--- config.mk ---
export PLATFORM = sky130hd
export DESIGN_NAME = uart_msg_fmt
export DESIGN_NICKNAME = d
export VERILOG_FILES = /design/src/rtl/uart_msg_fmt.sv
export SDC_FILE = /design/constraint.sdc
export NUM_CORES = 1
export LEC_CHECK = 0
export ABC_AREA = 1
export BUFFER_PORTS_ARGS = -buffer_cell sky130_fd_sc_hd__buf_2
export CORE_MARGIN = 2
export CORE_UTILIZATION = 59
export DETAILED_ROUTE_END_ITERATION = 12
export PLACE_DENSITY = 0.78
export SLEW_MARGIN = 25
export SYNTH_ARGS = -nofsm -noshare
export SYNTH_HDL_FRONTEND = slang
export SYNTH_SLANG_ARGS = --single-unit
--- constraint.sdc ---
create_clock -name clk -period 2.7 [get_ports clk]
set_clock_uncertainty 0.05 [all_clocks]
set_input_delay 0.54 -clock clk [delete_from_list [all_inputs] [get_ports clk]]
set_output_delay 0.54 -clock clk [all_outputs]
set_load 0.02 [all_outputs]
--- src/rtl/uart_msg_fmt.sv ---
// uart_msg_fmt: turns queued (channel, data) report requests into ASCII
// lines "R<ch>:<hex digits>\n\r" and writes them one byte per cycle into
// the downstream TX byte FIFO.
//
// Parameters: DW (data width, multiple of 4), CHW (channel width, 1..4),
//             QDEPTH (request queue depth, power of 2, >= 2).
// Ports:
//   clk, rst          clock, synchronous active-high reset
//   i_tx_data/chan    report value and channel
//   i_tx_stb          push request (taken only while o_tx_ready=1)
//   o_tx_ready        request queue not full (combinational)
//   o_tx_busy         queue non-empty or a line in flight
//   o_drop            one-cycle pulse after a strobe that found the queue full
//   o_wr_data/o_wr_en ASCII byte and write strobe to the TX FIFO
//   i_wr_full         TX FIFO full; holds the current byte
// Build option: define UART_FMT_ZSUP_EN for leading-zero suppression.
module uart_msg_fmt #(
    parameter int unsigned DW     = 16,
    parameter int unsigned CHW    = 3,
    parameter int unsigned QDEPTH = 4
) (
    input  logic           clk,
    input  logic           rst,
    input  logic [DW-1:0]  i_tx_data,
    input  logic [CHW-1:0] i_tx_chan,
    input  logic           i_tx_stb,
    output logic           o_tx_ready,
    output logic           o_tx_busy,
    output logic           o_drop,
    output logic [7:0]     o_wr_data,
    output logic           o_wr_en,
    input  logic           i_wr_full
);

    localparam int unsigned AW = $clog2(QDEPTH);
    localparam int unsigned NW = DW / 4;
    localparam int unsigned CW = (NW > 1) ? $clog2(NW) : 1;
    localparam int unsigned EW = CHW + DW;
    localparam logic [AW:0] QFULL = (AW+1)'(QDEPTH);

    typedef enum logic [2:0] {S_IDLE, S_R, S_CH, S_COL, S_NIB, S_NL, S_CR} state_t;

    function automatic logic [7:0] hex_char(input logic [3:0] n);
        return (n < 4'd10) ? 8'(8'h30 + 8'(n)) : 8'(8'h37 + 8'(n));
    endfunction

    // Request queue
    logic [EW-1:0] q_mem [QDEPTH];
    logic [AW-1:0] q_wr, q_rd;
    logic [AW:0]   q_cnt;
    logic          push, pop;
    logic [EW-1:0] head;

    // Line formatter state
    state_t          state_q, state_d;
    logic [DW-1:0]   sh_q, sh_d;
    logic [CHW-1:0]  ch_q, ch_d;
    logic [CW-1:0]   cnt_q, cnt_d;
    logic            emit;
    logic [7:0]      byte_c;
    logic [3:0]      nib;
    logic            drop_q;
`ifdef UART_FMT_ZSUP_EN
    logic            seen_q, seen_d;
`endif

    assign o_tx_ready = (q_cnt != QFULL);
    assign push       = i_tx_stb & o_tx_ready;
    assign pop        = (state_q == S_IDLE) && (q_cnt != '0);
    assign head       = q_mem[q_rd];
    assign nib        = sh_q[DW-1 -: 4];

    // Outputs are forced quiet during the reset cycle so an abandoned line stops at once
    assign o_wr_en   = emit & ~i_wr_full & ~rst;
    assign o_wr_data = rst ? 8'h00 : byte_c;
    assign o_tx_busy = ~rst & ((q_cnt != '0) | (state_q != S_IDLE));
    assign o_drop    = drop_q;

    // Queue storage (no reset needed; validity tracked by q_cnt)
    always_ff @(posedge clk) begin
        if (push) begin
            q_mem[q_wr] <= {i_tx_chan, i_tx_data};
        end
    end

    // Queue pointers, count and drop pulse
    always_ff @(posedge clk) begin
        if (rst) begin
            q_wr   <= '0;
            q_rd   <= '0;
            q_cnt  <= '0;
            drop_q <= 1'b0;
        end else begin
            drop_q <= i_tx_stb & ~o_tx_ready;
            if (push) q_wr <= q_wr + AW'(1);
            if (pop)  q_rd <= q_rd + AW'(1);
            case ({push, pop})
                2'b10:   q_cnt <= q_cnt + (AW+1)'(1);
                2'b01:   q_cnt <= q_cnt - (AW+1)'(1);
                default: q_cnt <= q_cnt;
            endcase
        end
    end

    // FSM state and line datapath registers
    always_ff @(posedge clk) begin
        if (rst) begin
            state_q <= S_IDLE;
            sh_q    <= '0;
            ch_q    <= '0;
            cnt_q   <= '0;
`ifdef UART_FMT_ZSUP_EN
            seen_q  <= 1'b0;
`endif
        end else begin
            state_q <= state_d;
            sh_q    <= sh_d;
            ch_q    <= ch_d;
            cnt_q   <= cnt_d;
`ifdef UART_FMT_ZSUP_EN
            seen_q  <= seen_d;
`endif
        end
    end

    // Next-state, datapath update and byte selection
    always_comb begin
        state_d = state_q;
        sh_d    = sh_q;
        ch_d    = ch_q;
        cnt_d   = cnt_q;
`ifdef UART_FMT_ZSUP_EN
        seen_d  = seen_q;
`endif
        emit    = 1'b0;
        byte_c  = 8'h00;
        case (state_q)
            S_IDLE: begin
                if (pop) begin
                    sh_d    = head[DW-1:0];
                    ch_d    = head[EW-1:DW];
                    cnt_d   = CW'(NW - 1);
`ifdef UART_FMT_ZSUP_EN
                    seen_d  = 1'b0;
`endif
                    state_d = S_R;
                end
            end
            S_R: begin
                emit   = 1'b1;
                byte_c = 8'h52;
                if (!i_wr_full) state_d = S_CH;
            end
            S_CH: begin
                emit   = 1'b1;
                byte_c = hex_char(4'(ch_q));
                if (!i_wr_full) state_d = S_COL;
            end
            S_COL: begin
                emit   = 1'b1;
                byte_c = 8'h3A;
                if (!i_wr_full) state_d = S_NIB;
            end
            S_NIB: begin
                emit   = 1'b1;
                byte_c = hex_char(nib);
`ifdef UART_FMT_ZSUP_EN
                // Leading zero other than the final digit: silent cycle
                if (!seen_q && (nib == 4'h0) && (cnt_q != '0)) emit = 1'b0;
`endif
                if (!i_wr_full) begin
                    sh_d  = sh_q << 4;
                    cnt_d = cnt_q - CW'(1);
`ifdef UART_FMT_ZSUP_EN
                    if (nib != 4'h0) seen_d = 1'b1;
`endif
                    if (cnt_q == '0) state_d = S_NL;
                end
            end
            S_NL: begin
                emit   = 1'b1;
                byte_c = 8'h0A;
                if (!i_wr_full) state_d = S_CR;
            end
            S_CR: begin
                emit   = 1'b1;
                byte_c = 8'h0D;
                if (!i_wr_full) state_d = S_IDLE;
            end
            default: state_d = S_IDLE;
        endcase
    end

endmodule

==> results.yml, run 1 <==
min_path:
  hold_path_depth: 1
  hold_end: "q_mem[2][7]"
  hold_start: "i_tx_data[7]"
  hp-class: "in -> reg"
setup_path:
  r2r_slack_ns: 0.42
  reg2reg_from: "state_q[2]"
  crit_path_start_kind: "flip-flop"
  critPathArrivalTime_ns: 1.80
  critical_path.max_fanout: 7
  worstReg2RegEnd: "q_cnt[2]"
  ff2ff_path_depth: 12
  cp_cell_sequence: "o21ai_1 > a21oi_1 > or2_2 > a21oi_1 > buf_2"
  crit_path_max_incr_delay_ns: 0.35
  worstPathRequired_ns: 2.11
  cp-end-kind: "primary output"
  critical_path_class: "reg -> out"
  crit_buf_inv: 1
  slowest_stage: "o21ai_1"
  cpMostUsedCell: "a21oi_1"
  crit_family: "compound AO/OA/AOI/OAI gates"
final_layout:
  nets: 543
  drive_above_1_share_pct: 14.3
  fin_cells: 619
  nFillCells: 598
  final_common_cell: "nand2_1"
  area_delta_synth_final_pct: 9.06
  antennaDiodeCount: 0
  final_cell_mix: "107 x nand2_1, 76 x edfxtp_1, 70 x nor2_1"
logic_synthesis:
  synth.avg_cell_area_um2: 9.83
  synth-seq-cells: 110
  synth.distinct_cells: 30
  ys_seq_area_share_pct: 62.9
  syn_nets: 510
  syn-cell-area_um2: 4710
  ys_warn_count: 0
  syn_inst: 479
route:
  viasPerCell: 5.33
  wl_per_cell_um: 14.4
  wirelength_um: 8920
  drc: 0
  postRouteAntennaNets: 0
  dr_total_vias: 3298
  dr.pass1.iters: 4
  drt_iter0_drc: 260
clock_network:
  clk_path_buf_depth: 2
  cts_tree: "built"
  clk_pin_slew_ns: 0.11
  htree_num_levels: 3
  cts_setup_buffers: 0
  cts_hold_buf: 0
  cts_buffers: 9
  clk_latency_ns: 0.37
  cts_sinks: 110
  root_buffer: "clkbuf_8"
  cts_resized: 0
grt:
  grt_pass1_vias: 3171
  grt_pass1_wl_um: 14900
  grt_overflow: 0
  antenna_found_initial: 0
  grt_use_total_pct: 22.6
  grt_max_degree: 39
floorplanning:
  start_util_pct: 60.9
  die_x_um: 93.3
  die_h_um: 93.3
  ioPinCount: 35
  rows: 32
  core_area_um2: 7730
  die-area_um2: 8710
power:
  leakagePower_nw: 2.04
  total_power_w: 0.00482
  peakVddDrop_mv: 0.591
  powerDensity_nw_per_um2: 940
timing:
  fmax_ghz: 0.418
  setup_violations: 0
  fin_crit_sh_pct: 88.5
  rsz0062_at_grt: "no"
  tns_ns: 0
  drv_slew: 0
  min_period_ns: 2.39
  hold_viol_final: 0
run:
  cap_violations: 0
placed_design:
  dp_cells: 603
  port_buffers: 33
  place_hpwl_um: 5670
  gp_congestion: 0.817
run_status:
  run_status: "completed"
[kinds of logic (layout without fill, tap and decap cells)]
kind of cell | after synthesis | count (layout) | synth area share [%]
other cells | 1 | 1 | 0.0796
flops | 110 | 110 | 62.9
simple gates | 213 | 213 | 19.1
fa+ha+maj | 8 | 8 | 2.29
buf+inv | 54 | 92 | 5.31
compound gates | 93 | 93 | 10.3
[area by class of cell]
| class | instances | area (um2) | share of cell area (%) |
|---|---|---|---|
| clock buffers | 11 | 141 | 2.75 |
| clock inverters | 5 | 42.5 | 0.828 |
| inverters | 34 | 133 | 2.58 |
| multi-input cells | 315 | 1500 | 29.1 |
| flip-flops and latches | 110 | 2960 | 57.7 |
| well taps | 102 | 128 | 2.49 |
| repair buffers | 42 | 233 | 4.53 |
[state kept, by name, indices dropped and copies added (netlist names), named ones only]
signal   flops
o_drop       1
q_cnt        3
q_rd         2
q_wr         2
cnt_q        2
ch_q         3
state_q      3
sh_q        16
q_mem       76
[cell usage after synthesis (all sizes together)]
| cell | number | area, um2 |
|---|---|---|
| ha | 7 | 87.6 |
| clkbuf | 7 | 26.3 |
| nand2 | 112 | 462 |
| fa | 1 | 20.0 |
| edfxtp | 76 | 2280 |
| nor2 | 72 | 289 |
| o2bb2ai | 1 | 8.76 |
| a21oi | 47 | 235 |
| o21ai | 40 | 208 |
| or2 | 2 | 12.5 |
| nand3 | 27 | 135 |
| a41oi | 1 | 8.76 |
| dfxtp | 34 | 681 |
| a31oi | 1 | 6.26 |
| conb | 1 | 3.75 |
| o22ai | 3 | 18.8 |
| buf | 13 | 91.3 |
| inv | 34 | 133 |
[worst max path at each step]
stage / start / to / cells after the start
finish: sh_q[14] / o_wr_data[4] / 5
global route: sh_q[13] / o_wr_data[4] / 5
CTS: sh_q[14] / o_wr_data[4] / 5
detailed placement: state_q[2] / q_cnt[2] / 12
global placement: state_q[2] / q_cnt[2] / 12
floorplan: q_cnt[1] / q_mem[0][0] / 4
[stage by stage]
step	hold slack (ns)	worst slack, ns	instance area (um2)	util [%]
global placement	0.389	0.605	4950	64.1
global route	0.306	0.139	5130	66.5
CTS	0.310	0.276	5130	66.5
finish	0.327	0.309	5130	66.5
floorplan	0.383	0.568	4710	-
detailed placement	0.405	0.507	4950	64.1
[power by group]
group	switching, W	leakage [nW]	internal, W
logic	0.00112	0.973	0.000535
clock network	0.000550	0.0905	0.000372
registers	0.000145	0.977	0.00210
[worst reg2reg max path, delay by kind of cell (launching register included)]
kind	cells	cell delay, ns
and+or+nand+nor	2	0.18
adders and majority gates	2	0.55
DFF	1	0.44
AOI/OAI and AO/OA	4	0.50
buffers and inverters	4	0.43
[per-layer routing]
metal  track usage [%]  up-vias  share of wire [%]
met1              29.4     1540                 45
met2              38.1       79                 48
met5                 0        -                  0
met3              5.24       11                4.9
met4              6.25        0                1.3
li1                  -     1668                  -
(Power assumes the default switching activity.)
==> run 2: changes to the inputs <==
==> constraint.sdc (replaced) <==
create_clock -name clk -period 2.7 [get_ports clk]
set_clock_uncertainty 0.05 [all_clocks]
set_input_delay 0.54 -clock clk [delete_from_list [all_inputs] [get_ports clk]]
set_output_delay 0.54 -clock clk [all_outputs]
set_load 0.05 [all_outputs]
==> results.yml, run 2 (synthesis results as in run 1) <==
setup_path:
  worstReg2RegEnd: "q_cnt[2]"
  crit_path_max_incr_delay_ns: 0.37
  slowest_stage: "o21ai_1"
  crit_path_start_kind: "flip-flop"
  cp_cell_sequence: "o21ai_1 > a21oi_1 > or2_2 > a21oi_1 > buf_2"
  cp-end-kind: "primary output"
  r2r_slack_ns: 0.49
  critPathArrivalTime_ns: 1.92
  worstPathRequired_ns: 2.11
  critical_path.max_fanout: 7
  ff2ff_path_depth: 12
  critPathCapture: "o_wr_data[4]"
  startpoint: "sh_q[13]"
  critical_path_class: "reg -> out"
  cpMostUsedCell: "a21oi_1"
  reg2reg_from: "state_q[2]"
power:
  peakVddDrop_mv: 0.485
  total_power_w: 0.00492
  leakagePower_nw: 2.04
  powerDensity_nw_per_um2: 958
floorplanning:
  core_area_um2: 7730
  ioPinCount: 35
  die_h_um: 93.3
  rows: 32
  start_util_pct: 60.9
  die-area_um2: 8710
  die_x_um: 93.3
clock_network:
  clk_pin_slew_ns: 0.09
  root_buffer: "clkbuf_8"
  cts_tree: "built"
  cts_setup_buffers: 0
  cts_sinks: 110
  cts_buffers: 9
  clk_latency_ns: 0.37
  clk_path_buf_depth: 2
  cts_resized: 0
  htree_num_levels: 3
  cts_hold_buf: 0
grt:
  grt_pass1_vias: 3116
  antenna_found_initial: 0
  grt_overflow: 0
  grt_pass1_wl_um: 14700
  grt_use_total_pct: 22.0
  grt_max_degree: 39
route:
  wl_per_cell_um: 14.3
  postRouteAntennaNets: 0
  dr.pass1.iters: 4
  dr_total_vias: 3279
  drt_iter0_drc: 181
  wirelength_um: 8860
  viasPerCell: 5.31
  drc: 0
final_layout:
  area_delta_synth_final_pct: 9.14
  largest_register_ffs: 76
  nets: 543
  fin_cells: 618
  nFillCells: 593
  drive_above_1_share_pct: 14.1
  largest-register: "q_mem"
  multiInputGateArea_um2: 1500
  final_util_pct: 66.5
  final_cell_mix: "107 x nand2_1, 76 x edfxtp_1, 70 x nor2_1"
  antennaDiodeCount: 0
  final_common_cell: "nand2_1"
  reg_top3: "q_mem: 76 flops, sh_q: 16 flops"
  seq_area_um2: 2960
timing:
  fmax_ghz: 0.398
  hold-worst-slack_ns: 0.331
  rsz0062_at_grt: "no"
  max_slew_margin_pct: 64.9
  drv_slew: 0
  setup_violations: 0
  min_period_ns: 2.51
  tns_ns: 0
  fin_crit_sh_pct: 93.0
  worstMarginPinSlew_ns: 0.525
  hold_viol_final: 0
min_path:
  hp-class: "in -> reg"
placed_design:
  gp_congestion: 0.834
  port_buffers: 33
  place_hpwl_um: 5660
  dp_cells: 603
run_status:
  run_status: "completed"
run:
  cap_violations: 0
-- run 2: metal layers --
layer  part of all wire (%)  up-vias  global-route usage (%)
li1                       -     1667                       -
met1                     46     1511                    29.8
met2                     47       86                    34.8
met3                    5.0       15                    4.19
met4                    2.1        0                    9.80
met5                      0        -                       0
-- run 2: area by class of cell --
cell class	instances	share of cell area, %
multi-input cells	315	29.1
well taps	102	2.48
inverters	34	2.58
repair buffers	42	4.53
clock inverters	5	1.17
clock buffers	10	2.48
flip-flops and latches	110	57.7
-- run 2: critical path, delay by kind of cell (launching register included) --
family | cells | cell delay [ns]
AOI/OAI and AO/OA | 3 | 0.65
and+or+nand+nor | 1 | 0.30
buffers and inverters | 1 | 0.28
DFF | 1 | 0.33
-- run 2: worst min-delay path by stage --
stage | startpoint | endpoint | slack, ns | depth (start not counted)
after detailed placement | sh_q[2] | sh_q[2] | 0.41 | 2
after CTS | i_tx_data[15] | q_mem[3][15] | 0.32 | 1
after global placement | q_rd[1] | q_rd[1] | 0.39 | 2
final | i_tx_data[15] | q_mem[3][15] | 0.33 | 1
after floorplan | q_rd[1] | flip-flop | 0.38 | 2
after global routing | i_tx_data[0] | q_mem[1][0] | 0.32 | 1
-- run 2: metrics by stage --
| stage | cell area, um2 | worst slack, ns |
|---|---|---|
| final | 5140 | 0.190 |
| after global routing | 5140 | 0.0566 |
| after CTS | 5140 | 0.178 |
| after detailed placement | 4950 | 0.504 |
| after global placement | 4950 | 0.602 |
| after floorplan | 4710 | 0.266 |
-- run 2: power breakdown --
part	internal (W)	total [W]	switching (W)
combinational	0.000535	0.00171	0.00118
sequential	0.00210	0.00226	0.000160
clock	0.000427	0.000948	0.000521
==> run 3: changes to the inputs <==
--- a/config.mk
+++ b/config.mk
@@ -7,10 +7,10 @@
 export LEC_CHECK = 0
 export ABC_AREA = 1
 export BUFFER_PORTS_ARGS = -buffer_cell sky130_fd_sc_hd__buf_2
+export CAP_MARGIN = 20
 export CORE_MARGIN = 2
-export CORE_UTILIZATION = 59
+export CORE_UTILIZATION = 40
 export DETAILED_ROUTE_END_ITERATION = 12
-export PLACE_DENSITY = 0.78
 export SLEW_MARGIN = 25
 export SYNTH_ARGS = -nofsm -noshare
 export SYNTH_HDL_FRONTEND = slang
==> results.yml, run 3 (synthesis results as in run 1) <==
run_status:
  run_status: "completed"
clock_network:
  htree_num_levels: 3
  clk_path_buf_depth: 2
  cts_buffers: 9
  cts_resized: 0
  cts_hold_buf: 0
  root_buffer: "clkbuf_16"
  cts_tree: "built"
  cts_setup_buffers: 0
  clk_latency_ns: 0.34
  clk_pin_slew_ns: 0.07
  cts_sinks: 110
placed_design:
  port_buffers: 33
  place_hpwl_um: 5900
  dp_cells: 644
  gp_congestion: 0.806
timing:
  setup_violations: 0
  drv_slew: 0
  fmax_ghz: 0.406
  rsz0062_at_grt: "no"
  hold_viol_final: 0
  min_period_ns: 2.46
  hold-worst-slack_ns: 0.362
  tns_ns: 0
  fin_crit_sh_pct: 91.1
final_layout:
  drive_above_1_share_pct: 13.4
  final_cell_mix: "107 x nand2_1, 76 x edfxtp_1, 70 x nor2_1"
  fin_cells: 658
  final_common_cell: "nand2_1"
  reg_top3: "q_mem: 76 flops, sh_q: 16 flops"
  antennaDiodeCount: 0
  largest-register: "q_mem"
  nets: 543
  nFillCells: 1069
  largest_register_ffs: 76
  area_delta_synth_final_pct: 11.5
setup_path:
  critical_path_class: "reg -> out"
  cp_cell_sequence: "inv_6 > nor2_8 > nand3_1 > a41oi_1 > buf_2"
  critical_path.max_fanout: 19
  worstPathRequired_ns: 2.11
  slowest_stage: "dfxtp_1"
  crit_path_max_incr_delay_ns: 0.56
  crit_path_start_kind: "flip-flop"
  critPathArrivalTime_ns: 1.87
  cp-end-kind: "primary output"
power:
  peakVddDrop_mv: 0.510
  leakagePower_nw: 2.07
  powerDensity_nw_per_um2: 975
floorplanning:
  die-area_um2: 12700
  die_h_um: 112
  core_area_um2: 11500
  start_util_pct: 41.1
  ioPinCount: 35
  die_x_um: 112
  rows: 39
route:
  dr.pass1.iters: 4
  dr_total_vias: 3312
  postRouteAntennaNets: 0
  wl_per_cell_um: 14.2
  drc: 0
  viasPerCell: 5.03
  wirelength_um: 9330
  drt_iter0_drc: 296
grt:
  grt_use_total_pct: 15.1
  antenna_found_initial: 0
  grt_overflow: 0
  grt_pass1_vias: 3098
  grt_max_degree: 39
  grt_pass1_wl_um: 15000
run:
  cap_violations: 0
min_path:
  hp-class: "in -> reg"
==> run 3: worst max-delay path, delay by kind of cell (launching register included) <==
family | cells | cell delay [ns]
DFF | 1 | 0.56
and+or+nand+nor | 2 | 0.39
buffers and inverters | 2 | 0.39
AOI/OAI and AO/OA | 1 | 0.19
==> run 3: per-stage QoR <==
step	area [um2]	total power, W	worst slack (ns)	util, %
after CTS	5250	0.00516	0.229	45.8
after global placement	5000	0.00397	0.579	43.6
final	5250	0.00512	0.239	45.8
after detailed placement	5000	0.00402	0.535	43.6
after global routing	5250	0.00548	0.0396	45.8
after floorplan	4710	0.00365	0.266	-
==> run 3: worst paths after layout <==
path | startpoint | end | slack, ns | cells past startpoint
max | state_q[2] | o_wr_data[3] | 0.24 | 5
min | i_tx_data[9] | q_mem[0][9] | 0.36 | 1
max reg2reg | state_q[2] | q_cnt[2] | 0.50 | 12
min reg2reg | q_rd[1] | flip-flop | 0.41 | 2
==> run 3: cell type report <==
class / instances / area [um2] / area share (%)
sequential: 110 / 2960 / 56.4
multi-input combinational: 315 / 1500 / 28.5
clock buffer: 12 / 236 / 4.50
timing repair buffer: 42 / 233 / 4.43
tap: 143 / 179 / 3.41
inverter: 34 / 133 / 2.53
clock inverter: 2 / 11.3 / 0.214
==> run 3: layer usage <==
metal | vias to the layer above | share of wire (%) | global-route usage [%]
met5 | - | 0 | 0
li1 | 1668 | - | -
met2 | 61 | 49 | 25.4
met4 | 0 | 1.2 | 4.88
met3 | 11 | 2.9 | 3.08
met1 | 1572 | 47 | 19.6
==> run 3: report_power, final <==
group	total (W)	internal [W]	switching, W
logic	0.00173	0.000533	0.00119
clock network	0.00114	0.000613	0.000525
registers	0.00225	0.00210	0.000152
total	0.00512	0.00325	0.00187
